--- src/rtl/width_gearbox.sv ---
// -----------------------------------------------------------------------------
// width_gearbox
//
// Single-clock data-width converter with valid/ready handshakes on both sides
// and a first-word-fall-through output FIFO.
//   * OUT_WIDTH > IN_WIDTH : packs R narrow beats into one wide word (upsize).
//   * IN_WIDTH > OUT_WIDTH : splits each wide word into R narrow beats (downsize).
//   * equal widths         : straight pass-through into the FIFO.
// R = max(IN_WIDTH,OUT_WIDTH) / min(IN_WIDTH,OUT_WIDTH).
//
// Optional feature macro: WIDTH_GEARBOX_LAST_EN
//   defined   : in_last closes a partial upsize word, out_last / out_lanes
//               travel through the FIFO with each word.
//   undefined : in_last is ignored, out_last is 0, out_lanes is R (upsize) or
//               1 (otherwise), and the FIFO stores data only.
//
// Ports
//   clk        in   rising-edge clock
//   resetn     in   asynchronous, active-low reset
//   in_valid   in   input beat valid
//   in_ready   out  input beat accepted when in_valid & in_ready
//   in_data    in   [IN_WIDTH-1:0] input beat
//   in_last    in   last beat of frame
//   out_valid  out  FIFO head valid
//   out_ready  in   consumer accepts head
//   out_data   out  [OUT_WIDTH-1:0] FIFO head data
//   out_last   out  head word ends a frame
//   out_lanes  out  [LW-1:0] valid IN_WIDTH lanes in out_data (upsize), else 1
//   fifo_level out  [CW-1:0] current FIFO occupancy
// -----------------------------------------------------------------------------
module width_gearbox #(
  parameter int IN_WIDTH   = 8,
  parameter int OUT_WIDTH  = 32,
  parameter int FIFO_DEPTH = 4,
  localparam int MAX_W = (IN_WIDTH > OUT_WIDTH) ? IN_WIDTH : OUT_WIDTH,
  localparam int MIN_W = (IN_WIDTH > OUT_WIDTH) ? OUT_WIDTH : IN_WIDTH,
  localparam int R     = MAX_W / MIN_W,
  localparam int LW    = $clog2(R + 1),
  localparam int CW    = $clog2(FIFO_DEPTH + 1)
) (
  input  logic                 clk,
  input  logic                 resetn,
  input  logic                 in_valid,
  output logic                 in_ready,
  input  logic [IN_WIDTH-1:0]  in_data,
  input  logic                 in_last,
  output logic                 out_valid,
  input  logic                 out_ready,
  output logic [OUT_WIDTH-1:0] out_data,
  output logic                 out_last,
  output logic [LW-1:0]        out_lanes,
  output logic [CW-1:0]        fifo_level
);

  localparam int LCW = (R > 1) ? $clog2(R) : 1;
  localparam int PW  = (FIFO_DEPTH > 1) ? $clog2(FIFO_DEPTH) : 1;
`ifdef WIDTH_GEARBOX_LAST_EN
  // FIFO entry layout: {last, lanes, data}
  localparam int EW  = OUT_WIDTH + LW + 1;
`else
  localparam int EW  = OUT_WIDTH;
`endif

  // ---------------------------------------------------------------------------
  // Elaboration-time parameter checks
  // ---------------------------------------------------------------------------
  if ((MAX_W % MIN_W) != 0) begin : g_ratio_chk
    $error("width_gearbox: IN_WIDTH and OUT_WIDTH must be integer multiples");
  end
  if ((FIFO_DEPTH < 2) || ((FIFO_DEPTH & (FIFO_DEPTH - 1)) != 0)) begin : g_depth_chk
    $error("width_gearbox: FIFO_DEPTH must be a power of 2 and >= 2");
  end

`ifndef WIDTH_GEARBOX_LAST_EN
  logic unused_in_last;
  assign unused_in_last = in_last;
`endif

  // ---------------------------------------------------------------------------
  // Shared signals between the converter core and the FIFO
  // ---------------------------------------------------------------------------
  logic          run_q;       // low during reset, high from the first edge after
  logic          core_ready;  // converter-specific ready, before reset gating
  logic          accept;
  logic          push;
  logic [EW-1:0] push_entry;
  logic          pop;
  logic          full;

  always_ff @(posedge clk or negedge resetn) begin
    if (!resetn) run_q <= 1'b0;
    else         run_q <= 1'b1;
  end

  // in_ready is built only from registered state (run_q, FIFO count, hold
  // state), never from in_valid/in_last or the same-cycle pop.
  assign in_ready = run_q & core_ready;
  assign accept   = in_valid & in_ready;

  // ---------------------------------------------------------------------------
  // Converter core
  // ---------------------------------------------------------------------------
  if (OUT_WIDTH > IN_WIDTH) begin : g_up
    logic [OUT_WIDTH-1:0] acc_q, acc_d;
    logic [OUT_WIDTH-1:0] word;
    logic [LCW-1:0]       lcnt_q, lcnt_d;
    logic                 close;

    assign core_ready = ~full;

    // Current beat merged into its lane; lanes above lcnt are still zero
    // because the accumulator is cleared whenever a word is pushed.
    // NOTE: always_comb uses blocking '=' so later statements see earlier ones;
    // always_ff uses '<=' so all registers update together at the edge.
    always_comb begin
      word = acc_q;
      word[int'(lcnt_q)*IN_WIDTH +: IN_WIDTH] = in_data;
    end

`ifdef WIDTH_GEARBOX_LAST_EN
    assign close = (lcnt_q == LCW'(R - 1)) | in_last;
`else
    assign close = (lcnt_q == LCW'(R - 1));
`endif

    // NOTE: every output of an always_comb gets a default first; a path that
    // leaves one unassigned would infer a latch.
    always_comb begin
      acc_d  = acc_q;
      lcnt_d = lcnt_q;
      if (accept) begin
        if (close) begin
          acc_d  = '0;
          lcnt_d = '0;
        end else begin
          acc_d  = word;
          lcnt_d = lcnt_q + LCW'(1);
        end
      end
    end

    always_ff @(posedge clk or negedge resetn) begin
      if (!resetn) begin
        acc_q  <= '0;
        lcnt_q <= '0;
      end else begin
        acc_q  <= acc_d;
        lcnt_q <= lcnt_d;
      end
    end

    assign push = accept & close;
`ifdef WIDTH_GEARBOX_LAST_EN
    assign push_entry = {in_last, LW'(lcnt_q) + LW'(1), word};
`else
    assign push_entry = word;
`endif

  end else if (IN_WIDTH > OUT_WIDTH) begin : g_dn
    logic [IN_WIDTH-1:0] hold_q, hold_d;
    logic                hold_valid_q, hold_valid_d;
    logic [LCW-1:0]      sidx_q, sidx_d;
    logic                last_slice;
    logic [OUT_WIDTH-1:0] slice;

    assign last_slice = (sidx_q == LCW'(R - 1));
    assign push       = hold_valid_q & ~full;
    // A new word may load on the same edge the final slice leaves the holder.
    assign core_ready = ~hold_valid_q | (last_slice & ~full);
    assign slice      = hold_q[int'(sidx_q)*OUT_WIDTH +: OUT_WIDTH];

    always_comb begin
      hold_d       = hold_q;
      hold_valid_d = hold_valid_q;
      sidx_d       = sidx_q;
      if (push) begin
        if (last_slice) begin
          hold_valid_d = 1'b0;
          sidx_d       = '0;
        end else begin
          sidx_d = sidx_q + LCW'(1);
        end
      end
      if (accept) begin
        hold_d       = in_data;
        hold_valid_d = 1'b1;
        sidx_d       = '0;
      end
    end

    always_ff @(posedge clk or negedge resetn) begin
      if (!resetn) begin
        hold_q       <= '0;
        hold_valid_q <= 1'b0;
        sidx_q       <= '0;
      end else begin
        hold_q       <= hold_d;
        hold_valid_q <= hold_valid_d;
        sidx_q       <= sidx_d;
      end
    end

`ifdef WIDTH_GEARBOX_LAST_EN
    logic hold_last_q;
    always_ff @(posedge clk or negedge resetn) begin
      if (!resetn)     hold_last_q <= 1'b0;
      else if (accept) hold_last_q <= in_last;
    end
    assign push_entry = {hold_last_q & last_slice, LW'(1), slice};
`else
    assign push_entry = slice;
`endif

  end else begin : g_eq
    assign core_ready = ~full;
    assign push       = accept;
`ifdef WIDTH_GEARBOX_LAST_EN
    assign push_entry = {in_last, LW'(1), in_data};
`else
    assign push_entry = in_data;
`endif
  end

  // ---------------------------------------------------------------------------
  // Output FIFO (first-word-fall-through)
  // ---------------------------------------------------------------------------
  logic [EW-1:0] mem_q [FIFO_DEPTH];
  logic [PW-1:0] wr_ptr_q, rd_ptr_q;
  logic [CW-1:0] count_q;
  logic [EW-1:0] head;

  assign full  = (count_q == CW'(FIFO_DEPTH));
  assign pop   = out_valid & out_ready;
  assign head  = mem_q[rd_ptr_q];

  // NOTE: the storage array has no reset; stale entries are never visible
  // because every head-derived output is gated by out_valid.
  always_ff @(posedge clk) begin
    if (push) mem_q[wr_ptr_q] <= push_entry;
  end

  // Pointers are PW bits wide, so they wrap modulo FIFO_DEPTH on their own.
  always_ff @(posedge clk or negedge resetn) begin
    if (!resetn) begin
      wr_ptr_q <= '0;
      rd_ptr_q <= '0;
      count_q  <= '0;
    end else begin
      if (push) wr_ptr_q <= wr_ptr_q + PW'(1);
      if (pop)  rd_ptr_q <= rd_ptr_q + PW'(1);
      case ({push, pop})
        2'b10:   count_q <= count_q + CW'(1);
        2'b01:   count_q <= count_q - CW'(1);
        default: count_q <= count_q;
      endcase
    end
  end

  assign out_valid  = (count_q != '0);
  assign fifo_level = count_q;
  assign out_data   = out_valid ? head[OUT_WIDTH-1:0] : '0;

`ifdef WIDTH_GEARBOX_LAST_EN
  assign out_lanes = out_valid ? head[OUT_WIDTH +: LW] : '0;
  assign out_last  = out_valid & head[EW-1];
`else
  assign out_lanes = out_valid ? LW'((OUT_WIDTH > IN_WIDTH) ? R : 1) : '0;
  assign out_last  = 1'b0;
`endif

endmodule
--- config.mk ---
export PLATFORM = sky130hd
export DESIGN_NAME = width_gearbox
export DESIGN_NICKNAME = d
export VERILOG_FILES = /design/src/rtl/width_gearbox.sv
export SDC_FILE = /design/constraint.sdc
export NUM_CORES = 1
export LEC_CHECK = 0
export CORE_MARGIN = 3
export CORE_UTILIZATION = 58
export CTS_CLUSTER_DIAMETER = 40
export DETAILED_ROUTE_END_ITERATION = 6
export PLACE_DENSITY = 0.87
export SLEW_MARGIN = 10
export SYNTH_ARGS = -nofsm -noshare
export SYNTH_HDL_FRONTEND = slang
export SYNTH_SLANG_ARGS = --single-unit
--- constraint.sdc ---
create_clock -name clk -period 2.6 [get_ports clk]
set_input_delay 0.65 -clock clk [delete_from_list [all_inputs] [get_ports clk]]
set_output_delay 0.65 -clock clk [all_outputs]
set_load 0.01 [all_outputs]
==> flow_metrics.env, run 1 <==
export IMPL_outcome="finished, violations left"
export IMPL_violations="negative setup slack"
export IMPL_slew_viol_final=0
export IMPL_startpoint_type="flip-flop"
export IMPL_grt_start_max_net_pins=37
export IMPL_crit_buf_inv=3
export IMPL_crit_family="multiplexers"
export IMPL_synth_top_flop_cell="edfxtp_1"
export IMPL_grt_antenna_before_repair=0
export IMPL_maxCapViolCount=0
export IMPL_cpMaxStageDelayCell="mux4_2"
export IMPL_yosys_warnings=0
export IMPL_setup_viol=12
export IMPL_wirelength_um=16700
export IMPL_max_stage_delay_ns=0.52
export IMPL_crit_type="flip-flop to output port"
export IMPL_switching_share_pct=31.4
export IMPL_finalHoldViolCount=0
export IMPL_syn_area_um2=7230
export IMPL_die_w_um=118
export IMPL_pin_count=54
export IMPL_vias=4328
export IMPL_ant_nets=0
export IMPL_layout_setup_ws_ns=-0.0938
export IMPL_period_minus_slack_ns=2.69
export IMPL_synth_edff_count=128
export IMPL_cts_root_buf="clkbuf_16"
export IMPL_first_pass_iters=5
export IMPL_worst_slew_pin_slew_ns=0.712
export IMPL_crit_path_max_fanout=6
export IMPL_yosysUniqueCellTypes=36
export IMPL_diodes=0
export IMPL_clk_latency_ns=0.43
export IMPL_grt_setup_unrepaired="yes"
export IMPL_finalSetupTns_ns=-0.520
export IMPL_syn_to_final_growth_pct=21.5
export IMPL_dieHeight_um=118
export IMPL_die_area_um2=13800
export IMPL_drtIter0Drc=391
export IMPL_critical_path_cell_chain="buf_4 > buf_12 > mux4_2 > and2_1 > clkdlybuf4s15_2"
export IMPL_start_util_pct=59.7
export IMPL_relSlewSlack_pct=52.0
export IMPL_nFillCells=710
export IMPL_arrival_ns=2.04
export IMPL_grt_usage_pct=25.3
export IMPL_hold_buffers=0
export IMPL_grt_pass1_vias=4472
export IMPL_clockBufferDepth=2
export IMPL_synth_cells=452
export IMPL_peakVddDrop_uv=657
export IMPL_seq_power_share_pct=36.4
export IMPL_skew_ns=0.0148
export IMPL_dp_hpwl_um=9470
export IMPL_grt_pass1_wl_um=26100
export IMPL_ys_async_sr_fraction_pct=24.7
export IMPL_drc_errors=0
export IMPL_required_ns=1.95
export IMPL_p_leak_nw=3.25
export IMPL_overflow=0
export IMPL_port_buffers=49
export IMPL_drive_gt1_share_pct=29.0
export IMPL_place_gp_congestion=0.883
export IMPL_final_area_um2=8790
export IMPL_routedWlPerCell_um=23.5
export IMPL_preCtsSetupSlack_ns=0.0841
export IMPL_p_switching_w=0.00323
export IMPL_core_area_um2=12100
export IMPL_timing_fmax_mhz=371
export IMPL_clock_sinks=170
export IMPL_p_int_w=0.00706
export IMPL_endpoint_kind="output port"
export IMPL_p_comb_share_pct=38.5
export IMPL_ys_ff_latch=170
export IMPL_avgViaCountPerCell=6.08
export IMPL_placed_area_um2=8020
export IMPL_cts_tree="done"
export IMPL_cts_buffers=17
export IMPL_hp_class="input port to asynchronous set/reset pin"
export IMPL_yosysSeqAreaShare_pct=67.7
export IMPL_clock_power_share_pct=25.1
export IMPL_htree_levels=4
export IMPL_fp_row_count=40
export IMPL_clkTransAtPathRegs_ns=0.07
export IMPL_synth_area_per_cell_um2=16.0
export IMPL_layout_nets=555
export IMPL_fin_crit_sh_pct=104
export IMPL_power_density_nw_per_um2=1170
==> sequential cells by signal, indices dropped and copies added, names as in the netlist <==
name,cells
fifo_level,3
g_up.acc_q,32
g_up.lcnt_q,2
mem_q,128
rd_ptr_q,2
run_q,1
wr_ptr_q,2
==> layout make-up <==
class                           instances  area [µm²]  share of cell area (%)
Inverter                               40         150                    1.71
Timing Repair Buffer                   84         876                    9.96
Clock inverter                         14         171                    1.95
Clock buffer                           18         429                    4.88
Sequential cell                       170        4900                    55.7
Tap cell                              168         210                    2.39
Multi-Input combinational cell        218        2060                    23.4
==> final timing paths <==
| path | cells past startpoint | from | endpoint | slack, ns |
|---|---|---|---|---|
| max | 5 | rd_ptr_q[0]$_DFFE_PN0P_ | out_data[29] | -0.09 |
| min | 1 | resetn | fifo_level[0]$_DFFE_PN0P_ | 0.24 |
| max in group asynchronous | 2 | resetn | g_up.acc_q[14]$_DFFE_PN0P_ | 1.76 |
| max reg2reg | 5 | g_up.lcnt_q[0]$_DFFE_PN0P_ | g_up.acc_q[22]$_DFFE_PN0P_ | 0.24 |
| min reg2reg | 2 | g_up.acc_q[28]$_DFFE_PN0P_ | g_up.acc_q[28]$_DFFE_PN0P_ | 0.49 |
| min in group clk | 2 | g_up.acc_q[28]$_DFFE_PN0P_ | g_up.acc_q[28]$_DFFE_PN0P_ | 0.49 |
==> per-stage QoR <==
stage                     instances  total power (W)  utilization (%)  hold WS, ns
final                           712           0.0103             72.6        0.237
after global routing            712           0.0107             72.6        0.272
after CTS                       710           0.0100             71.9        0.250
after detailed placement        667          0.00729             66.2        0.483
after global placement          667          0.00712             66.2        0.472
after floorplan                 454          0.00589                -        0.354
==> repair_timing <==
action	in CTS	in global routing
setup endpoints to repair	35	28
cloned	2	0
resized for setup	136	28
pin swaps	14	0
buffers inserted	10	3
==> Yosys cell counts (5+ instances only) <==
cell / instances / area share (%)
nor2b_1: 8 / 0.69
inv_1: 39 / 2.0
nor2_1: 9 / 0.47
o21ai_0: 24 / 1.7
ha_1: 10 / 1.7
buf_4: 11 / 1.1
o21ai_1: 9 / 0.62
clkbuf_1: 8 / 0.42
dfrtp_1: 42 / 15
edfxtp_1: 128 / 53
nor3b_4: 5 / 1.3
nand2_1: 32 / 1.7
a22o_1: 24 / 2.9
and2_1: 38 / 3.3
mux4_2: 32 / 10
==> layout by cell type, fill, tap and decap left out, types with 16 or more instances in the layout <==
cell,netlist,routed
a22o_1,24,24
and2_1,38,26
buf_2,3,16
buf_4,11,18
clkbuf_16,0,17
dfrtp_1,42,40
edfxtp_1,128,128
inv_1,39,39
mux4_2,32,32
nand2_1,32,32
o21ai_0,24,24
==> power by group through the flow <==
stage	sequential, W	clock (W)	combinational [W]
finish	0.00375	0.00258	0.00396
global route	0.00378	0.00272	0.00423
CTS	0.00373	0.00258	0.00371
detailed placement	0.00377	0	0.00352
global placement	0.00374	0	0.00338
floorplan	0.00371	0	0.00218
==> logic make-up after synthesis <==
logic type	Yosys count	synth area share (%)
flops	170	67.7
simple gates	102	8.65
buf+inv	66	4.46
compound gates	60	5.81
mux	35	10.5
fa+ha+maj	11	2.01
xor+xnor	6	0.830
other cells	2	0.104
==> metal layers <==
metal  vias up  global-route usage (%)  share of wire (%)
met5         -                       0                  0
met4         0                    12.4                4.1
met3        67                    6.01                7.7
met2       295                    43.8                 53
met1      2157                    30.0                 35
li1       1809                       -                  -
Note: power is estimated with default switching activity, not from simulation.
==> run 2: changes to the inputs <==
Settings changed: CORE_UTILIZATION 58 to 50, PLACE_DENSITY 0.87 to 0.78.
==> run 2 against run 1 <==
Effect of this change:
- the flow still finishes with violations (negative setup slack)
- sequential share of layout area rose by 0.66 points
- register-to-register slack improved by 0.16 ns
- cell count rose by 0.84%
- die area up 15%
- first-iteration DRC count fell by 9.0%
- non-clock buffer count decreased by 6
- worst setup slack gained 0.079 ns
- critical path type unchanged
- critical endpoint is now out_data[6]
==> flow_metrics.env, run 2 (synthesis results as in run 1) <==
export IMPL_port_buffers=49
export IMPL_placed_area_um2=8010
export IMPL_maxCapViolCount=0
export IMPL_overflow=0
export IMPL_pin_count=54
export IMPL_required_ns=1.95
export IMPL_critical_path_cell_chain="buf_6 > buf_6 > buf_16 > mux4_2 > and2_4 > buf_6"
export IMPL_hp_class="input port to asynchronous set/reset pin"
export IMPL_cts_tree="done"
export IMPL_dp_hpwl_um=8560
export IMPL_final_area_um2=8690
export IMPL_path_common_cell="buf_6"
export IMPL_crit_path_max_fanout=5
export IMPL_regToRegSetupSlack_ns=0.40
export IMPL_ant_nets=0
export IMPL_layout_setup_ws_ns=-0.0149
export IMPL_htree_levels=4
export IMPL_r2r_cells=5
export IMPL_wirelength_um=14500
export IMPL_grt_setup_unrepaired="yes"
export IMPL_vias=4030
export IMPL_cpMaxStageDelayCell="mux4_2"
export IMPL_peakVddDrop_uv=564
export IMPL_cts_root_buf="clkbuf_16"
export IMPL_p_leak_nw=3.22
export IMPL_drtIter0Drc=356
export IMPL_period_minus_slack_ns=2.61
export IMPL_avgViaCountPerCell=5.61
export IMPL_finalSetupTns_ns=-0.0149
export IMPL_syn_to_final_growth_pct=20.1
export IMPL_grt_pass1_wl_um=23300
export IMPL_rr_endpoint="g_up.acc_q[11]$_DFFE_PN0P_"
export IMPL_layout_nets=549
export IMPL_layout_common_cells="edfxtp_1 (128), dfrtp_1 (40), inv_1 (39), nand2_1 (32), mux4_2 (32)"
export IMPL_grt_usage_pct=19.2
export IMPL_first_pass_iters=4
export IMPL_fin_crit_sh_pct=101
export IMPL_routedWlPerCell_um=20.1
export IMPL_dieHeight_um=126
export IMPL_grt_start_max_net_pins=43
export IMPL_diodes=0
export IMPL_grt_antenna_before_repair=0
export IMPL_endpoint_kind="output port"
export IMPL_cts_buffers=17
export IMPL_skew_ns=0.00748
export IMPL_startpoint_type="flip-flop"
export IMPL_violations="negative setup slack"
export IMPL_start_util_pct=51.7
export IMPL_drive_gt1_share_pct=28.1
export IMPL_place_gp_congestion=0.829
export IMPL_arrival_ns=1.96
export IMPL_die_w_um=126
export IMPL_clk_latency_ns=0.42
export IMPL_relSlewSlack_pct=61.7
export IMPL_core_area_um2=14000
export IMPL_layout_commonest_cell="edfxtp_1"
export IMPL_max_stage_delay_ns=0.50
export IMPL_clock_sinks=170
export IMPL_outcome="finished, violations left"
export IMPL_postLayoutCoreUtil_pct=62.1
export IMPL_fp_row_count=43
export IMPL_power_density_nw_per_um2=1150
export IMPL_die_area_um2=15900
export IMPL_drc_errors=0
export IMPL_clockBufferDepth=2
export IMPL_worst_slew_pin_slew_ns=0.569
export IMPL_largest_register_ffs=128
export IMPL_finalHoldViolCount=0
export IMPL_grt_pass1_vias=4337
export IMPL_timing_fmax_mhz=382
export IMPL_setup_viol=1
export IMPL_clkTransAtPathRegs_ns=0.06
export IMPL_worstReg2RegStart="g_up.lcnt_q[1]$_DFFE_PN0P_"
export IMPL_hold_buffers=0
export IMPL_crit_type="flip-flop to output port"
export IMPL_slew_viol_final=0
export IMPL_top_register="mem_q"
-- run 2: cell types whose count changed in the layout (fill, tap and decap cells not counted), moves of 3 or more --
cell	previous run	this run
clkinv_1	1	4
and2_4	12	15
buf_12	13	6
buf_4	18	14
clkdlybuf4s15_2	3	0
buf_2	16	21
clkinvlp_4	5	2
buf_6	14	18
and2_1	26	23
-- run 2: cell type report --
cell class | count | area (µm²)
Clock buffer | 19 | 433
Clock inverter | 13 | 151
Fill cell | 993 | 5300
Inverter | 40 | 150
Multi-Input combinational cell | 218 | 2060
Sequential cell | 170 | 4900
Tap cell | 180 | 225
Timing Repair Buffer | 78 | 767
-- run 2: critical path: cells and delay by family, from the launching register on --
family	cells	cell delay, ns
mux	1	0.50
simple gates	1	0.18
flops	1	0.38
buf+inv	4	0.49
-- run 2: where the power goes --
group          switching [W]  total (W)  internal [W]
Combinational        0.00183    0.00375       0.00192
Clock               0.000987    0.00249       0.00150
Sequential          0.000200    0.00371       0.00351
Total                0.00301    0.00995       0.00694
-- run 2: how the worst max path moves through the flow --
| stage | to | from | cells after the start |
|---|---|---|---|
| finish | out_data[6] | rd_ptr_q[0]$_DFFE_PN0P_ | 6 |
| global route | out_data[4] | rd_ptr_q[0]$_DFFE_PN0P_ | 6 |
| CTS | out_data[5] | rd_ptr_q[0]$_DFFE_PN0P_ | 6 |
| detailed placement | fifo_level[2]$_DFFE_PN0P_ | out_ready | 8 |
| global placement | fifo_level[2]$_DFFE_PN0P_ | out_ready | 8 |
| floorplan | fifo_level[2]$_DFFE_PN0P_ | fifo_level[0]$_DFFE_PN0P_ | 10 |
-- run 2: per-layer routing --
layer | up-vias | GRT usage, % | part of all wire, %
li1 | 1797 | - | -
met1 | 2076 | 23.6 | 40
met2 | 128 | 33.0 | 53
met3 | 29 | 4.75 | 4.5
met4 | 0 | 7.38 | 2.0
met5 | - | 0 | 0
-- run 2: through the flow --
| stage | power [W] | cells | hold WS (ns) | setup WS (ns) |
|---|---|---|---|---|
| 6_report | 0.00995 | 718 | 0.287 | -0.0149 |
| 5_1_grt | 0.0104 | 718 | 0.317 | -0.0693 |
| 4_1_cts | 0.00997 | 722 | 0.308 | -0.0245 |
| 3_5_place_dp | 0.00727 | 676 | 0.487 | 0.0820 |
| 3_3_place_gp | 0.00714 | 676 | 0.471 | 0.0955 |
| 2_1_floorplan | 0.00589 | 454 | 0.354 | 0.308 |
-- run 2: repair_timing --
item                                    in CTS  in global routing
setup buffers                               10                  0
gates resized for setup                    154                 21
endpoints found under the setup margin      35                 34
pin swaps                                    1                  0
cloned                                       4                  0
==> run 3: changes to the inputs <==
Settings changed: SETUP_SLACK_MARGIN set to 0.5.
==> run 3 against run 2 <==
Effect of this change:
- the run now ends clean
- critical path depth down 1
- design area up 1.8%
- global-route usage down 0.31 points
- routed wire length down 0.90%
- non-clock buffer count up 6
- first-iteration DRC count down 23%
- clock skew up 0.0011 ns
- clock-buffer cell count unchanged
- largest power group unchanged
==> flow_metrics.env, run 3 (synthesis results as in run 1) <==
export IMPL_outcome="finished clean"
export IMPL_first_pass_iters=5
export IMPL_syn_to_final_growth_pct=22.2
export IMPL_finalHoldViolCount=0
export IMPL_hold_buffers=0
export IMPL_overflow=0
export IMPL_die_w_um=126
export IMPL_layout_cells_non_filler=724
export IMPL_setup_viol=0
export IMPL_clk_latency_ns=0.42
export IMPL_routedWlPerCell_um=19.8
export IMPL_port_buffers=49
export IMPL_grt_start_max_net_pins=37
export IMPL_place_gp_congestion=0.796
export IMPL_grt_pass1_wl_um=23100
export IMPL_crit_buf_inv=3
export IMPL_cpMaxStageDelayCell="mux4_2"
export IMPL_fin_crit_sh_pct=98.1
export IMPL_drtIter0Drc=273
export IMPL_cts_root_buf="clkbuf_16"
export IMPL_endpoint_kind="output port"
export IMPL_layout_nets=555
export IMPL_layout_common_cells="edfxtp_1 (128), inv_1 (39), dfrtp_1 (39), nand2_1 (32), mux4_2 (32)"
export IMPL_critical_path_cell_chain="buf_4 > buf_6 > mux4_2 > and2_1 > buf_2"
export IMPL_grt_antenna_before_repair=0
export IMPL_multi_input_area_um2=2100
export IMPL_timing_fmax_mhz=392
export IMPL_nFillCells=964
export IMPL_clkTransAtPathRegs_ns=0.06
export IMPL_startpoint_type="flip-flop"
export IMPL_hp_class="input port to asynchronous set/reset pin"
export IMPL_fp_row_count=43
export IMPL_drive_gt1_share_pct=33.5
export IMPL_clock_sinks=170
export IMPL_dp_hpwl_um=8500
export IMPL_required_ns=1.95
export IMPL_max_stage_delay_ns=0.51
export IMPL_peakVddDrop_uv=571
export IMPL_crit_path_max_fanout=5
export IMPL_crit_family="multiplexers"
export IMPL_die_area_um2=15900
export IMPL_largest_register_ffs=128
export IMPL_regArea_um2=4900
export IMPL_htree_levels=4
export IMPL_vias=4063
export IMPL_p_leak_nw=3.31
export IMPL_relSlewSlack_pct=60.5
export IMPL_maxCapViolCount=0
export IMPL_layout_commonest_cell="edfxtp_1"
export IMPL_worst_slew_pin_slew_ns=0.586
export IMPL_preCtsSetupSlack_ns=0.0451
export IMPL_pin_count=54
export IMPL_dieHeight_um=126
export IMPL_grt_usage_pct=18.9
export IMPL_start_util_pct=51.7
export IMPL_top_register="mem_q"
export IMPL_ant_nets=0
export IMPL_skew_ns=0.00859
export IMPL_clockBufferDepth=2
export IMPL_cts_tree="done"
export IMPL_grt_pass1_vias=4275
export IMPL_avgViaCountPerCell=5.61
export IMPL_grt_setup_unrepaired="yes"
export IMPL_drc_errors=0
export IMPL_diodes=0
export IMPL_arrival_ns=1.90
export IMPL_power_density_nw_per_um2=1150
export IMPL_layout_setup_ws_ns=0.0482
export IMPL_placed_cells=675
export IMPL_core_area_um2=14000
export IMPL_wirelength_um=14300
export IMPL_cts_buffers=17
export IMPL_period_minus_slack_ns=2.55
export IMPL_slew_viol_final=0
export IMPL_crit_type="flip-flop to output port"
-- run 3: changes by cell type in the layout (fill, tap and decap cells not counted), sizes merged --
cell,change
dlymetal6s2s,+1
buf,+7
clkinv,-2
clkdlybuf4s50,-3
dlygate4sd2,+1
inv,+4
clkinvlp,-1
bufinv,-1
-- run 3: cell type report --
type                            count  share of cell area, %
Clock inverter                     13                   1.58
Sequential cell                   170                   55.4
Timing Repair Buffer               84                   9.96
Multi-Input combinational cell    218                   23.8
Tap cell                          180                   2.55
Clock buffer                       19                   5.01
Inverter                           40                   1.70
-- run 3: worst paths after layout --
path | startpoint | endpoint | slack, ns | cells past startpoint
max | rd_ptr_q[0]$_DFFE_PN0P_ | out_data[28] | 0.05 | 5
min | resetn | fifo_level[1]$_DFFE_PN0P_ | 0.06 | 1
max reg2reg | fifo_level[2]$_DFFE_PN0P_ | fifo_level[2]$_DFFE_PN0P_ | 0.37 | 9
min reg2reg | g_up.acc_q[26]$_DFFE_PN0P_ | g_up.acc_q[26]$_DFFE_PN0P_ | 0.49 | 2
max in group asynchronous | resetn | rd_ptr_q[0]$_DFFE_PN0P_ | 1.83 | 2
min in group clk | g_up.acc_q[26]$_DFFE_PN0P_ | g_up.acc_q[26]$_DFFE_PN0P_ | 0.49 | 2
-- run 3: per-layer routing --
layer,vias to the layer above,routed length [µm],global-route usage (%)
met5,-,0,0
met4,0,295,7.13
met3,21,799,4.07
met2,136,7610,32.1
met1,2099,5620,24.0
li1,1807,-,-
-- run 3: report_power, final --
part	switching (W)	internal [W]
registers	0.000201	0.00351
clock network	0.00103	0.00145
logic	0.00182	0.00214
total	0.00305	0.00710
-- run 3: repair_timing --
action | 4_1_cts | 5_1_grt
cloned | 1 | 0
endpoints found under the setup margin | 65 | 252
gates resized for setup | 165 | 44
pin swaps | 10 | 3
hold endpoints to repair | 0 | 0
buffers inserted | 12 | 4
-- run 3: worst reg2reg max path: cells and delay by family (launching register included) --
kind | cells | cell delay [ns]
and+or+nand+nor | 3 | 0.72
DFF | 1 | 0.40
adders and majority gates | 2 | 0.40
xor gates and xnor gates | 2 | 0.32
buffers and inverters | 2 | 0.27
-- run 3: stage by stage --
step	hold WS [ns]	area (µm²)	power [W]	setup TNS, ns	utilization [%]
6_report	0.0570	8840	0.0102	0	63.2
5_1_grt	0.0494	8840	0.0106	-0.117	63.2
4_1_cts	0.0522	8640	0.00981	0	61.8
3_5_place_dp	0.480	8000	0.00724	0	57.2
3_3_place_gp	0.472	8000	0.00712	0	57.2
2_1_floorplan	0.354	7250	0.00589	0	-
